### config.mk
export PLATFORM = sky130hd
export DESIGN_NAME = cic_interp
export DESIGN_NICKNAME = d
export VERILOG_FILES = /design/src/rtl/cic_interp.sv
export SDC_FILE = /design/constraint.sdc
export NUM_CORES = 2
export LEC_CHECK = 0
export ABC_AREA = 1
export CAP_MARGIN = 20
export CORE_ASPECT_RATIO = 0.9
export CORE_MARGIN = 2
export CORE_UTILIZATION = 55
export CTS_CLUSTER_DIAMETER = 120
export DETAILED_ROUTE_END_ITERATION = 16
export PLACE_DENSITY = 0.8
export SETUP_SLACK_MARGIN = 0.02
export SKIP_LAST_GASP = 1
export SLEW_MARGIN = 20
export SYNTH_ARGS = -nofsm -noshare
export SYNTH_HDL_FRONTEND = slang
export SYNTH_SLANG_ARGS = --single-unit
### constraint.sdc
create_clock -name clock -period 10.17 [get_ports clock]
set_input_delay 2.034 -clock clock [delete_from_list [all_inputs] [get_ports clock]]
set_output_delay 2.034 -clock clock [all_outputs]
set_load 0.02 [all_outputs]
### src/rtl/cic_interp.sv
// cic_interp: cascaded integrator-comb interpolator for the transmit path.
// The comb chain runs at the low rate and is clocked by strobe_in. The integrator
// chain runs at the high rate and is clocked by strobe_out. Zero-stuffing happens
// between the two chains. The CIC gain is removed with a rate-dependent
// arithmetic right shift before the result is truncated to bitwidth.
module cic_interp #(
  parameter int bitwidth = 16,
  parameter int stages   = 4
) (
  input  logic                clock,
  input  logic                reset,
  input  logic                enable,
  input  logic [7:0]          rate,
  input  logic                strobe_in,
  input  logic                strobe_out,
  input  logic [bitwidth-1:0] signal_in,
  output logic [bitwidth-1:0] signal_out
);

  // The accumulators have 8 bits of headroom per stage. This covers the worst
  // case growth for rate up to 255. All arithmetic wraps modulo 2^acc_w on
  // purpose.
  localparam int acc_w = bitwidth + 8 * stages;

  typedef logic signed [acc_w-1:0] acc_t;

  acc_t comb_z [stages];   // previous input of each comb stage
  acc_t comb_d [stages];   // registered output of each comb stage
  acc_t comb_x [stages];   // input of each comb stage
  acc_t integ  [stages];   // integrator accumulators
  acc_t inject;            // zero-stuffed sample fed to the first integrator

  logic [7:0]          rate_m1;
  logic [3:0]          log2_rate;
  logic [15:0]         shift_amt;
  logic [bitwidth-1:0] out_next;

  // Gain compensation: shift = (stages-1) * ceil_log2(rate). A rate of 0 is
  // handled the same as a rate of 1.
  // NOTE: every always_comb output gets a default before any conditional
  // assignment, so no path leaves it unassigned and no latch is inferred.
  always_comb begin
    rate_m1   = (rate == 8'd0) ? 8'd0 : rate - 8'd1;
    log2_rate = 4'd0;
    for (int b = 0; b < 8; b++) begin
      if (rate_m1[b]) log2_rate = 4'(b + 1);
    end
    shift_amt = 16'(stages - 1) * 16'(log2_rate);
  end

  // Comb inputs: a sign-extended sample into stage 0, then the registered chain.
  always_comb begin
    comb_x[0] = acc_t'($signed(signal_in));
    for (int k = 1; k < stages; k++) begin
      comb_x[k] = comb_d[k-1];
    end
  end

  // Zero-stuffing injects the last comb output only on strobe_in cycles.
  // The scaled output is the arithmetic shift (floor) of the last integrator,
  // truncated to bitwidth.
  always_comb begin
    inject   = strobe_in ? comb_d[stages-1] : '0;
    out_next = bitwidth'(integ[stages-1] >>> shift_amt);
  end

  // Comb section: all stages advance together on strobe_in, as a registered chain.
  // NOTE: these delay arrays are cleared explicitly. Dropping enable must flush
  // every stage, so they are functional state and not plain storage.
  always_ff @(posedge clock) begin
    if (reset || !enable) begin
      for (int k = 0; k < stages; k++) begin
        comb_z[k] <= '0;
        comb_d[k] <= '0;
      end
    end else if (strobe_in) begin
      for (int k = 0; k < stages; k++) begin
        comb_d[k] <= comb_x[k] - comb_z[k];
        comb_z[k] <= comb_x[k];
      end
    end
  end

  // Integrator section and output register: they advance together on strobe_out.
  // Each integrator reads the value its neighbour had before this edge.
  // NOTE: non-blocking assignments give every stage the pre-edge value of the
  // stage before it. Blocking assignments would collapse the chain into one cycle.
  always_ff @(posedge clock) begin
    if (reset || !enable) begin
      for (int k = 0; k < stages; k++) begin
        integ[k] <= '0;
      end
      signal_out <= '0;
    end else if (strobe_out) begin
      integ[0] <= integ[0] + inject;
      for (int k = 1; k < stages; k++) begin
        integ[k] <= integ[k] + integ[k-1];
      end
      signal_out <= out_next;
    end
  end

endmodule

**Yosys cells after proc, flatten, opt, wreduce, memory -nomap -nowiden**

Memory sizes are Yosys's and may differ from the RTL's.
Cells that the tools add are included.

- Bits in registers: 16
- Bits in writable memories: 576
- Input bits: 29
- Word-level logic and storage cells: 60
- Memories: 3

Memory list:

| memory | depth | width | read ports | clocked after memory_dff | write ports | RTL line | text |
|---|---|---|---|---|---|---|---|
| comb_d | 4 | 48 | 4 | 0 | 4 | 28 | `acc_t comb_d [stages];` |
| comb_z | 4 | 48 | 4 | 0 | 4 | 27 | `acc_t comb_z [stages];` |
| integ | 4 | 48 | 4 | 0 | 4 | 30 | `acc_t integ [stages];` |

- Add/sub/neg operators: 9
- Multiply operators: 1
- Shifts and indexed selects: 1
- Mux-type cells: 30
- Bitwise logic cells: 12
- Reductions and logical operators: 3

Operator list:

| cell | number |
|---|---|
| two-way mux 48 bit | 13 |
| adder 48 bit | 4 |
| subtractor 48 bit | 3 |
| >>> shifter 48 x 6 -> 16 bit | 1 |
| subtractor 16 x 48 -> 48 bit | 1 |
| two-way mux 4 bit | 7 |
| OR 1 bit | 12 |
| two-way mux 1 bit | 9 |
| logical NOT 8 bit | 1 |
| two-way mux 8 bit | 1 |
| subtractor 8 x 1 -> 8 bit, second input constant | 1 |
| multiplier 2 x 4 -> 6 bit, first input constant | 1 |
| logical NOT 1 bit | 1 |
| logical OR 1 bit | 1 |

**Longest topological paths before layout**

- Depth after elaboration: 12
- Depth in mapped cells: 28

**Least setup slack after synthesis**

No wires, ideal clock.

- Kind: input -> register
- From: in enable
- To: mem comb_d[0][0] (netlist bit), enable pin
- Library setup time: 2.585 ns
- Arrival: 7.839 ns
- Required time: 7.585 ns
- Path slack: -0.254 ns
- Stages: 3
- Cells stage by stage: inv_1 > nor2_1 > nand2_1

RTL lines:

| element | RTL line | text |
|---|---|---|
| from (decl) | 12 | `input logic enable,` |
| to (decl) | 28 |  |

**Worst setup path after layout**

- From: in rate[2]
- To: reg signal_out[12]

- Word-level cells in the longest chain between the ends: 12
- Elaborated cells on any way between the ends: 13
- Those cells by class: add/sub: 1; mul: 1; shift: 1; mux: 9; reduce/logical: 1

RTL lines:

| element | RTL line | text |
|---|---|---|
| from (decl) | 13 | `input logic [7:0] rate,` |
| parallel branches: the longest is 1 deep, another holds subtractor 8 x 1 -> 8 bit | - |  |
| two-way mux 8 bit (*) | 43 | `rate_m1 = (rate == 8'd0) ? 8'd0 : rate - 8'd1;` |
| two-way mux 1 bit | 46 | `if (rate_m1[b]) log2_rate = 4'(b + 1);` |
| two-way mux 4 bit (6 in a row) | 46 |  |
| two-way mux 4 bit (*) | 46 |  |
| multiplier 2 x 4 -> 6 bit (*) | 48 | `shift_amt = 16'(stages - 1) * 16'(log2_rate);` |
| >>> shifter 48 x 6 -> 16 bit (*) | 64 | `out_next = bitwidth'(integ[stages-1] >>> shift_amt);` |
| to (signal assigned) | 99 | `signal_out <= out_next;` |
| to (decl) | 17 | `output logic [bitwidth-1:0] signal_out` |

Every way passes the cells marked *.
A chain may end at the register's enable or synchronous reset.

==> results.tsv <==
stage	metric	value	unit
outcome	status	completed	
power	PD cells	149	nW/µm²
sta	final worst path period share	58.8	%
synth	share of flip-flops with an asynchronous set or reset	0	%
sta	fmax	167	MHz
min_path	Hold Path Class	flip-flop to flip-flop	
power	leak pwr	21.2	nW
global_route	antenna violations before repair	2	
cts	Reg clk slew, reported paths	0.06	ns
synth	sequential fraction of the synthesis area	38.3	%
final_layout	layout cells sized above 1	2.80	%
cts	CTS Buffer Depth	3	
sta	final setup TNS	0	ns
cts	CTS Sinks	558	
global_route	vias in the first global route	37291	
global_route	GRT Total Usage	31.2	%
worst_setup_path	WS Path Type	primary input to flip-flop	
power	Switching Power	2.40	mW
die	Chip Width	300	µm
drt	via count	40361	
synth	Post-synth EDFFs	542	
synth	Synth Net Count	6168	
sta	measured slew at the worst slew-check pin	1.44	ns
synth	Post-synth top flop	edfxtp_1	
synth	FF+latch count, synth	558	
drt	post-route ant nets	0	
power	switching share of total power	34.3	%
global_route	total grt overflow	0	
final_layout	Layout area overhead	8.45	%
synth	Syn Area/Cell	7.49	µm²
synth	cell area after synthesis	43300	µm²
cts	Num CTS Buffers	66	
worst_setup_path	worst endpoint required time	10.69	ns
drt	drt first pass iters	6	
sta	Max Slew Vio Count	0	
die	I/O pin cnt	45	
power	Peak supply drop	186	µV
sta	# setup viols final	0	
sta	Hold Fails Final Rpt	0	
cts	# resized after CTS	0	
drt	initial DRC count	4156	
cts	H-tree levels	3	
cts	Post-CTS Setup Bufs	0	
place	global placer's final weighted congestion	1.02	
cts	Skew-Pair Late Insertion Delay	0.65	ns
die	Placeable Area	77900	µm²
flow_run	Max Cap Viol	0	
power	Clk pwr share	34.4	%
final_layout	most frequent cells in the layout	inv_1 (975), nand2_1 (844), a21oi_1 (792)	
drt	drt wl/cell	18.8	µm
die	Die Ht	270	µm
cts	cts hold-fix bufs	0	
worst_setup_path	crit path launch type	primary input	
drt	Via density	5.85	
global_route	largest net degree at the start of global routing	129	
place	PortBufs	44	
sta	Setup Skew	0.0290	ns
worst_setup_path	Arr. time, crit path	6.50	ns
final_layout	Filler Cells Inserted	7092	
final_layout	commonest non-fill, non-tap cell in the layout	inv_1	
power	Int Power	4.59	mW
die	num rows	97	
drt	DRT Wirelength	130	mm
die	full die area	81000	µm²
sta	Slew HR	3.41	%
final_layout	fin util	60.3	%
sta	RSZ-0062 raised after global routing	false	
power	Seq pwr share	40.1	%
final_layout	Layout Nets	6191	
worst_setup_path	CP Capture Type	flip-flop	
power	combinational share of power	25.5	%
place	hpwl dp	99.8	mm
sta	final worst path period need	5.98	ns
cts	Root Buffer	clkbuf_16	
die	Initial Util	55.6	%
synth	Yosys cell types	57	
global_route	first-pass GRT wire length	201	mm
cts	CTS tree	yes	
synth	Cells after Synth	5778	
drt	drt drc	0	
synth	yosys warns	0	
worst_setup_path	CP max FO	60	
power groups by stage:
| stage | Clock (mW) | Sequential [mW] | Combinational [mW] |
|---|---|---|---|
| detailed placement | 0 | 2.85 | 1.72 |
| global route | 2.51 | 2.81 | 1.99 |
| global placement | 0 | 2.84 | 1.71 |
| floorplan | 0 | 2.79 | 1.28 |
| CTS | 2.43 | 2.80 | 1.74 |
| finish | 2.40 | 2.80 | 1.78 |
cell type report:
| class | instances | area [µm²] | share of cell area [%] |
|---|---|---|---|
| Timing Repair Buffer | 64 | 602 | 1.28 |
| Antenna cell | 2 | 5.00 | 0.0107 |
| Tap cell | 1039 | 1300 | 2.77 |
| Multi-Input combinational cell | 4124 | 22600 | 48.1 |
| Inverter | 987 | 3720 | 7.92 |
| Clock buffer | 83 | 1780 | 3.79 |
| Sequential cell | 558 | 16600 | 35.3 |
| Clock inverter | 37 | 385 | 0.821 |
final timing paths:
kind	from	endpoint	slack [ns]	cells past startpoint
worst max-delay path	rate[2]	signal_out[12]$_SDFFE_PP0P_	4.19	24
worst min-delay path	signal_out[9]$_SDFFE_PP0P_	signal_out[9]$_SDFFE_PP0P_	0.46	2
worst max register to register	integ[0][178]$_SDFFCE_PN0P_	integ[0][188]$_SDFFCE_PN0P_	5.98	11
worst min register to register	signal_out[9]$_SDFFE_PP0P_	signal_out[9]$_SDFFE_PP0P_	0.46	2
flip-flops by register name, summed over array words and instances, names as in the netlist:
signal / count
signal_out: 16
comb_d: 191
comb_z: 159
integ: 192
kinds of logic after synthesis:
group	synth area share, %
simple gates	20.0
buf+inv	9.61
compound gates	21.1
fa+ha+maj	10.6
flops	38.3
xor+xnor	0.344
routing by layer:
layer / GRT usage, % / vias to the layer above / wire, µm
li1: - / 19903 / -
met1: 44.2 / 18529 / 57600
met2: 48.8 / 1668 / 57000
met3: 5.25 / 257 / 11100
met4: 9.79 / 4 / 3870
met5: 0 / - / 26
Yosys cell counts, drive strengths merged (2+ instances only):
cell,instances,area (µm²)
o21bai,11,82.6
a21o,16,120
edfxtp,542,16300
xor2,11,96.3
a21boi,17,128
buf,25,136
a311oi,2,17.5
nand4,43,275
fa,12,240
nand3b,3,22.5
o31ai,8,60.1
and3,6,37.5
o21a,123,923
clkbuf,84,315
xnor2,6,52.6
nand2,853,3230
a211oi,10,80.1
o211ai,22,165
clkinv,2,8.75
nand3,383,1970
o221ai,8,70.1
dfxtp,16,320
o311ai,9,78.8
nor2,711,2690
inv,985,3700
or2,7,43.8
o21ai,551,2770
a31oi,90,563
nor4,35,219
a211o,4,35.0
o2111ai,2,17.5
ha,349,4370
nor3,33,165
a21oi,793,3980
per-stage QoR:
stage	hold WS (ns)	cells	instance area (µm²)	total power, mW	worst slack, ns
after detailed placement	0.443	6772	44800	4.57	3.66
final	0.458	6894	47000	6.98	4.19
after CTS	0.454	6892	47000	6.96	4.31
after global placement	0.439	6772	44800	4.55	3.71
after floorplan	0.528	5778	43300	4.08	3.27
after global routing	0.497	6892	47000	7.31	3.79
critical path, cell delays in order:
cell and delay, ns:
clkdlybuf4s50_1 0.49, nor2_2 0.15, nand3_2 0.10, nor2_2 0.16, inv_2 0.06, o21ai_2 0.16, nand3_4 0.42, nand2_2 0.19
buf_4 0.51, inv_1 0.15, ha_1 0.31, buf_4 0.41, clkinv_1 0.12, buf_4 0.31, nand3_1 0.20, nand3_1 0.12
nand3_1 0.13, nand2_1 0.06, inv_1 0.04, nand2_1 0.04, nand2_1 0.05, nand2_1 0.06, nand2_1 0.07, nand2_1 0.07
Note: power is estimated with default switching activity, not from simulation.
